$ cat config.mk
export PLATFORM = sky130hd
export DESIGN_NAME = pass_gate
export DESIGN_NICKNAME = d
export VERILOG_FILES = /design/src/rtl/home_pkg.sv /design/src/rtl/pass_timer.sv /design/src/rtl/pass_gate.sv
export SDC_FILE = /design/constraint.sdc
export NUM_CORES = 1
export LEC_CHECK = 0
export CORE_AREA = 2 2 96 98
export CTS_BUF_LIST = sky130_fd_sc_hd__clkbuf_4
export CTS_CLUSTER_SIZE = 28
export DETAILED_ROUTE_END_ITERATION = 16
export DIE_AREA = 0 0 98 100
export PLACE_DENSITY = 0.59
export SYNTH_ARGS = -nofsm -noshare
export SYNTH_HDL_FRONTEND = slang
export SYNTH_SLANG_ARGS = --single-unit
$ cat constraint.sdc
create_clock -name clk -period 2.23 [get_ports clk]
set_input_delay 0.446 -clock clk [delete_from_list [all_inputs] [get_ports clk]]
set_output_delay 0.446 -clock clk [all_outputs]
set_load 0.01 [all_outputs]
$ cat src/rtl/home_pkg.sv
// Shared home-automation types: controller FSM states, keypad digit constants
// and the factory default access code used by the comfort and lighting blocks.
package home_pkg;

  localparam int HOME_DIGIT_W  = 4;
  localparam int BCD_MAX       = 9;
  localparam int HOME_CODE_LEN = 4;

  // First digit sits in the most significant nibble.
  localparam logic [HOME_CODE_LEN*HOME_DIGIT_W-1:0] HOME_DEFAULT_CODE = 16'h1234;

  typedef enum logic [2:0] {
    ST_IDLE,
    ST_ENTRY,
    ST_CHECK,
    ST_GRANTED,
    ST_LOCKOUT
  } state_e;

endpackage

$ cat src/rtl/pass_timer.sv
// Loadable down-counter with a zero flag; used for the session and lockout timers.
module pass_timer #(
  parameter int W = 8
) (
  input  logic         clk,
  input  logic         rst_n,
  input  logic         load_i,
  input  logic [W-1:0] load_val_i,
  input  logic         dec_i,
  output logic         zero_o
);

  logic [W-1:0] count_q, count_d;

  // Load wins over decrement; the count parks at zero.
  always_comb begin
    count_d = count_q;
    if (load_i) begin
      count_d = load_val_i;
    end else if (dec_i && (count_q != '0)) begin
      count_d = count_q - W'(1);
    end
  end

  always_ff @(posedge clk) begin
    if (!rst_n) begin
      count_q <= '0;
    end else begin
      count_q <= count_d;
    end
  end

  assign zero_o = (count_q == '0);

endmodule

$ cat src/rtl/pass_gate.sv
// Keypad authentication front-end: collects a digit code, checks it against the
// stored code, holds pass_check for a bounded session and locks out after failures.
module pass_gate
  import home_pkg::*;
#(
  parameter int CODE_LEN       = HOME_CODE_LEN,
  parameter int DIGIT_W        = HOME_DIGIT_W,
  parameter int MAX_TRIES      = 3,
  parameter int LOCK_CYCLES    = 1000,
  parameter int SESSION_CYCLES = 5000,
  parameter logic [CODE_LEN*DIGIT_W-1:0] DEFAULT_CODE = HOME_DEFAULT_CODE
) (
  input  logic                             clk,
  input  logic                             rst_n,
  input  logic                             key_valid,
  input  logic [DIGIT_W-1:0]               key_digit,
  input  logic                             key_enter,
  input  logic                             key_clear,
  input  logic                             logout,
  input  logic                             code_we,
  output logic                             pass_check,
  output logic                             locked,
  output logic                             fail_pulse,
  output logic [$clog2(MAX_TRIES+1)-1:0]   tries_left,
  output logic [$clog2(CODE_LEN+1)-1:0]    digit_cnt,
  output logic [2:0]                       state_dbg
);

  localparam int CODE_W = CODE_LEN * DIGIT_W;
  localparam int CNT_W  = $clog2(CODE_LEN + 1);
  localparam int TRY_W  = $clog2(MAX_TRIES + 1);
  localparam int SES_W  = $clog2(SESSION_CYCLES);
  localparam int LCK_W  = $clog2(LOCK_CYCLES);

  // Keypad strobes are single-cycle pulses with no back-pressure: each one is
  // either consumed or dropped in the cycle it is high (priority: logout,
  // key_clear, key_enter, key_valid).
  state_e             state_q, state_d;
  logic [CODE_W-1:0]  entry_q, entry_d;
  logic [CODE_W-1:0]  code_q, code_d;
  logic [CNT_W-1:0]   cnt_q, cnt_d;
  logic [TRY_W-1:0]   tries_q, tries_d;
  logic               fail_q, fail_d;
  logic               armed_q, armed_d;
  logic               ses_load, ses_zero;
  logic               lck_load, lck_zero;
  logic               digit_ok;
  logic               entry_match;

  assign digit_ok    = key_valid && (key_digit <= DIGIT_W'(BCD_MAX)) &&
                       (cnt_q < CNT_W'(CODE_LEN));
  assign entry_match = (cnt_q == CNT_W'(CODE_LEN)) && (entry_q == code_q);

  always_comb begin
    state_d  = state_q;
    entry_d  = entry_q;
    cnt_d    = cnt_q;
    tries_d  = tries_q;
    code_d   = code_q;
    armed_d  = armed_q;
    fail_d   = 1'b0;
    ses_load = 1'b0;
    lck_load = 1'b0;
    case (state_q)
      ST_IDLE: begin
        if (key_clear) begin
          state_d = ST_IDLE;
        end else if (key_enter) begin
          state_d = ST_CHECK;
        end else if (digit_ok) begin
          entry_d = {entry_q[CODE_W-DIGIT_W-1:0], key_digit};
          cnt_d   = cnt_q + CNT_W'(1);
          state_d = ST_ENTRY;
        end
      end
      ST_ENTRY: begin
        if (key_clear) begin
          entry_d = '0;
          cnt_d   = '0;
          state_d = ST_IDLE;
        end else if (key_enter) begin
          state_d = ST_CHECK;
        end else if (digit_ok) begin
          entry_d = {entry_q[CODE_W-DIGIT_W-1:0], key_digit};
          cnt_d   = cnt_q + CNT_W'(1);
        end
      end
      ST_CHECK: begin
        entry_d = '0;
        cnt_d   = '0;
        if (entry_match) begin
          tries_d  = TRY_W'(MAX_TRIES);
          ses_load = 1'b1;
          state_d  = ST_GRANTED;
        end else begin
          fail_d  = 1'b1;
          tries_d = (tries_q == '0) ? '0 : tries_q - TRY_W'(1);
          if (tries_q <= TRY_W'(1)) begin
            lck_load = 1'b1;
            state_d  = ST_LOCKOUT;
          end else begin
            state_d = ST_IDLE;
          end
        end
      end
      ST_GRANTED: begin
        ses_load = key_valid;
        if (logout) begin
          entry_d = '0;
          cnt_d   = '0;
          armed_d = 1'b0;
          state_d = ST_IDLE;
        end else begin
          if (key_clear) begin
            entry_d = '0;
            cnt_d   = '0;
            armed_d = 1'b0;
          end else if (key_enter) begin
            // Only a complete entry replaces the code; a short one just aborts.
            if (armed_q && (cnt_q == CNT_W'(CODE_LEN))) begin
              code_d   = entry_q;
              ses_load = 1'b1;
            end
            entry_d = '0;
            cnt_d   = '0;
            armed_d = 1'b0;
          end else if (code_we) begin
            entry_d = '0;
            cnt_d   = '0;
            armed_d = 1'b1;
          end else if (armed_q && digit_ok) begin
            entry_d = {entry_q[CODE_W-DIGIT_W-1:0], key_digit};
            cnt_d   = cnt_q + CNT_W'(1);
          end
          if (ses_zero && !ses_load) begin
            entry_d = '0;
            cnt_d   = '0;
            armed_d = 1'b0;
            state_d = ST_IDLE;
          end
        end
      end
      ST_LOCKOUT: begin
        if (lck_zero) begin
          tries_d = TRY_W'(MAX_TRIES);
          state_d = ST_IDLE;
        end
      end
      default: begin
        state_d = ST_IDLE;
      end
    endcase
  end

  always_ff @(posedge clk) begin
    if (!rst_n) begin
      state_q <= ST_IDLE;
      entry_q <= '0;
      cnt_q   <= '0;
      tries_q <= TRY_W'(MAX_TRIES);
      code_q  <= DEFAULT_CODE;
      armed_q <= 1'b0;
      fail_q  <= 1'b0;
    end else begin
      state_q <= state_d;
      entry_q <= entry_d;
      cnt_q   <= cnt_d;
      tries_q <= tries_d;
      code_q  <= code_d;
      armed_q <= armed_d;
      fail_q  <= fail_d;
    end
  end

  pass_timer #(.W(SES_W)) u_session_timer (
    .clk        (clk),
    .rst_n      (rst_n),
    .load_i     (ses_load),
    .load_val_i (SES_W'(SESSION_CYCLES - 1)),
    .dec_i      (state_q == ST_GRANTED),
    .zero_o     (ses_zero)
  );

  pass_timer #(.W(LCK_W)) u_lock_timer (
    .clk        (clk),
    .rst_n      (rst_n),
    .load_i     (lck_load),
    .load_val_i (LCK_W'(LOCK_CYCLES - 1)),
    .dec_i      (state_q == ST_LOCKOUT),
    .zero_o     (lck_zero)
  );

  assign pass_check = (state_q == ST_GRANTED);
  assign locked     = (state_q == ST_LOCKOUT);
  assign fail_pulse = fail_q;
  assign tries_left = tries_q;
  assign digit_cnt  = cnt_q;
  assign state_dbg  = state_q;

endmodule

==> results.cfg <==
[min_path]
hold_path_class = reg2reg
hold-path-cell-count = 2

[setup_path]
critical_path_class = reg2reg
worstPathCellList = inv_1 -> ha_1 -> nor4b_2 -> and3_1 -> a211oi_1 -> buf_4 -> a21o_1 -> a32o_1
path_max_fanout = 7
cp_data_required_time_ps = 2540
r2r.worst_path.cells = 8
slowest_stage_cell_crit_path = dfxtp_1
worstSetupPathDepth = 8
worst_path_largest_cell_delay_ps = 330
critical_path.startpoint_type = flip-flop
endpoint_kind = flip-flop
cp.buffers_inverters = 2
critical_path.top_delay_family = compound AO/OA/AOI/OAI gates
cp_data_arrival_time_ps = 2440

[clock_network]
cts.sink_count = 65
clock_h_tree_levels = 3
clock_transition_time_at_the_flip_flop_clock_pins_of_the_worst_setup_and_hold_paths_ps = 120
tritoncts = yes
clk_latency_ps = 410
cts_buffers = 9
buffer_cell_driving_the_clock_tree_root = clkbuf_4
clock_tree.buffer_depth = 2

[floorplanning]
row_count = 35
fp.dieH_um = 100
placeableCoreArea_sq_um = 8890
die_area_sq_um = 9800
pin_count = 22
die_width_um = 98
initial_core_util_pct = 38.78

[sta]
hold_viol = 0
timing.final.max_slew_violations = 0
clock-skew-final_ps = 13.45
fraction_of_the_cycle_the_final_worst_path_needs_pct = 95.62
hold-worst-slack_ps = 507.2
clock.fmax_mhz = 469.0
tightest_slew_ps = 651.0
post_layout_min_period_ps = 2132
setup-violations-final = 0
worst_slew_margin_relative_to_its_limit_pct = 56.20

[synthesis]
synth_top_area_cell = dfxtp_1
yosys_most_used_dff = dfxtp_1
ys.warnings.count = 0
synth_top_cell_area_share_pct = 37.75
synth_async_sr_flop_share_pct = 0
netlist_top_cells_area = dfxtp_1 (38%), xor2_1 (4.8%), mux2i_1 (4.6%), xnor2_1 (3.6%), nor2_1 (3.5%)
synth_commonest_cells = dfxtp_1 (65), nor2_1 (32), xor2_1 (19), nand2_1 (18), o21ai_0 (18)
synth-edff-count = 0
syn-mean-instance-area_sq_um = 9.143
mappedNetlistNets = 393
synthDistinctLibCells = 63
synthCells = 377
synth.yosys.seq_area_share_pct = 37.75
synth_most_common_cell = dfxtp_1
synth_area_sq_um = 3447
synth-seq-cells = 65

[placement]
routability_driven_placement_congestion_ratio = 0.8307
placement.io_buffers = 21
estimated_wirelength_of_the_detail_placed_design_um = 6344

[detailed_routing]
via_cell_ratio = 5.539
detail-route-antenna-nets = 0
drc_viols = 0
drt_iter0_markers = 133
vias = 3063
postRouteWirelength_um = 8763
detail_route.first_pass.iterations = 4
detail_route.wl_per_cell_um = 15.85

[power_and_ir_drop]
power.total_w = 0.002436
cellPowerDensity_nw_per_um2 = 573.2
ir_worst_vdd_uv = 305.7
leakagePower_nw = 1.631

[finish]
fillerInstances = 863
design.final.nets = 453
diodes = 0
areaGrowthSynthToFinish_pct = 23.30
final_core_util_pct = 47.81
drive_gt1_share_pct = 21.04

[global_route]
grt_pass1_wl_um = 14690
grt_antenna_before_repair = 0
grt_util_all_layers_pct = 18.71
grt_pass1_vias = 2988
grt.overflow.total = 0
grt_max_degree = 22

[run_status]
status = finished clean

[job]
maxCapViolations = 0
==> flip-flops by register name (all words and copies together) (netlist names), 2 cells and up <==
register / cells
u_lock_timer.count_q: 10
code_q: 16
tries_left: 2
entry_q: 16
digit_cnt: 3
u_session_timer.count_q: 13
state_dbg: 3
==> layer usage <==
layer	up-vias	part of all wire, %	track usage, %
met2	65	51	32.67
met4	0	0.99	5.876
li1	1520	-	-
met1	1470	44	22.67
met3	8	3.6	4.805
met5	-	0	0
==> cell type report <==
type | instances | area (sq um) | area share (%)
Sequential cell | 65 | 1304 | 30.67
Tap cell | 111 | 138.9 | 3.268
Clock buffer | 9 | 67.56 | 1.590
Timing Repair Buffer | 68 | 573.1 | 13.48
Inverter | 12 | 45.04 | 1.060
Multi-Input combinational cell | 281 | 2028 | 47.72
Clock inverter | 7 | 93.84 | 2.208
==> metrics by stage <==
stage               setup TNS (ps)  setup WS (ps)  std cells  cell area [sq um]
floorplan                        0          297.3        377               3447
global placement             -1798         -189.1        536               4061
detailed placement           -2575         -212.6        536               4061
CTS                              0          27.76        552               4225
global route                -111.7         -40.51        553               4250
finish                           0          97.75        553               4250
==> what timing repair did <==
item,4_1_cts,5_1_grt
endpoints found under the setup margin,2,28
pin swaps,0,1
buffers inserted,0,1
resized for setup,5,3
hold buffers,0,0
gates cloned,0,0
==> kinds of logic after synthesis <==
kind of cell,Yosys count,synth area share [%]
simple gates,122,20.44
flops,65,37.75
xor+xnor,33,8.385
buf+inv,31,3.992
mux,25,7.586
fa+ha+maj,5,1.815
compound gates,96,20.04
==> worst min-delay path, stage by stage (launching register included) <==
cell     delay [ps]
dfxtp_1         360
mux2i_1          70
nand2_1          50
==> report_power, final <==
group / internal [W] / total (W) / switching [W]
sequential: 0.00119 / 0.00121 / 0.0000282
combinational: 0.000157 / 0.000308 / 0.000151
clock: 0.000454 / 0.000914 / 0.000459
==> layout by cell type, fill, tap and decap left out, types with 6 or more instances in the layout <==
cell type,n
nand3_1,6
xor2_1,19
a2bb2oi_1,9
mux2_2,9
nor4_1,14
mux2i_1,16
clkdlybuf4s50_1,19
a31oi_1,6
clkbuf_4,9
a32o_1,6
inv_1,11
o21ai_0,18
a21oi_1,16
nor3_1,11
o31a_1,7
buf_4,46
nand2_1,18
dfxtp_1,63
nor2_1,32
xnor2_1,14
==> path summary, 6_finish.rpt <==
kind,start,end,slack (ps)
max,u_session_timer.count_q[0]$_SDFFE_PN0P_,entry_q[7]$_SDFFE_PN0P_,100
min,code_q[5]$_SDFFE_PN1P_,code_q[5]$_SDFFE_PN1P_,510
max reg2reg,u_session_timer.count_q[0]$_SDFFE_PN0P_,entry_q[7]$_SDFFE_PN0P_,100
min reg2reg,code_q[5]$_SDFFE_PN1P_,code_q[5]$_SDFFE_PN1P_,510
(Power assumes the default switching activity.)
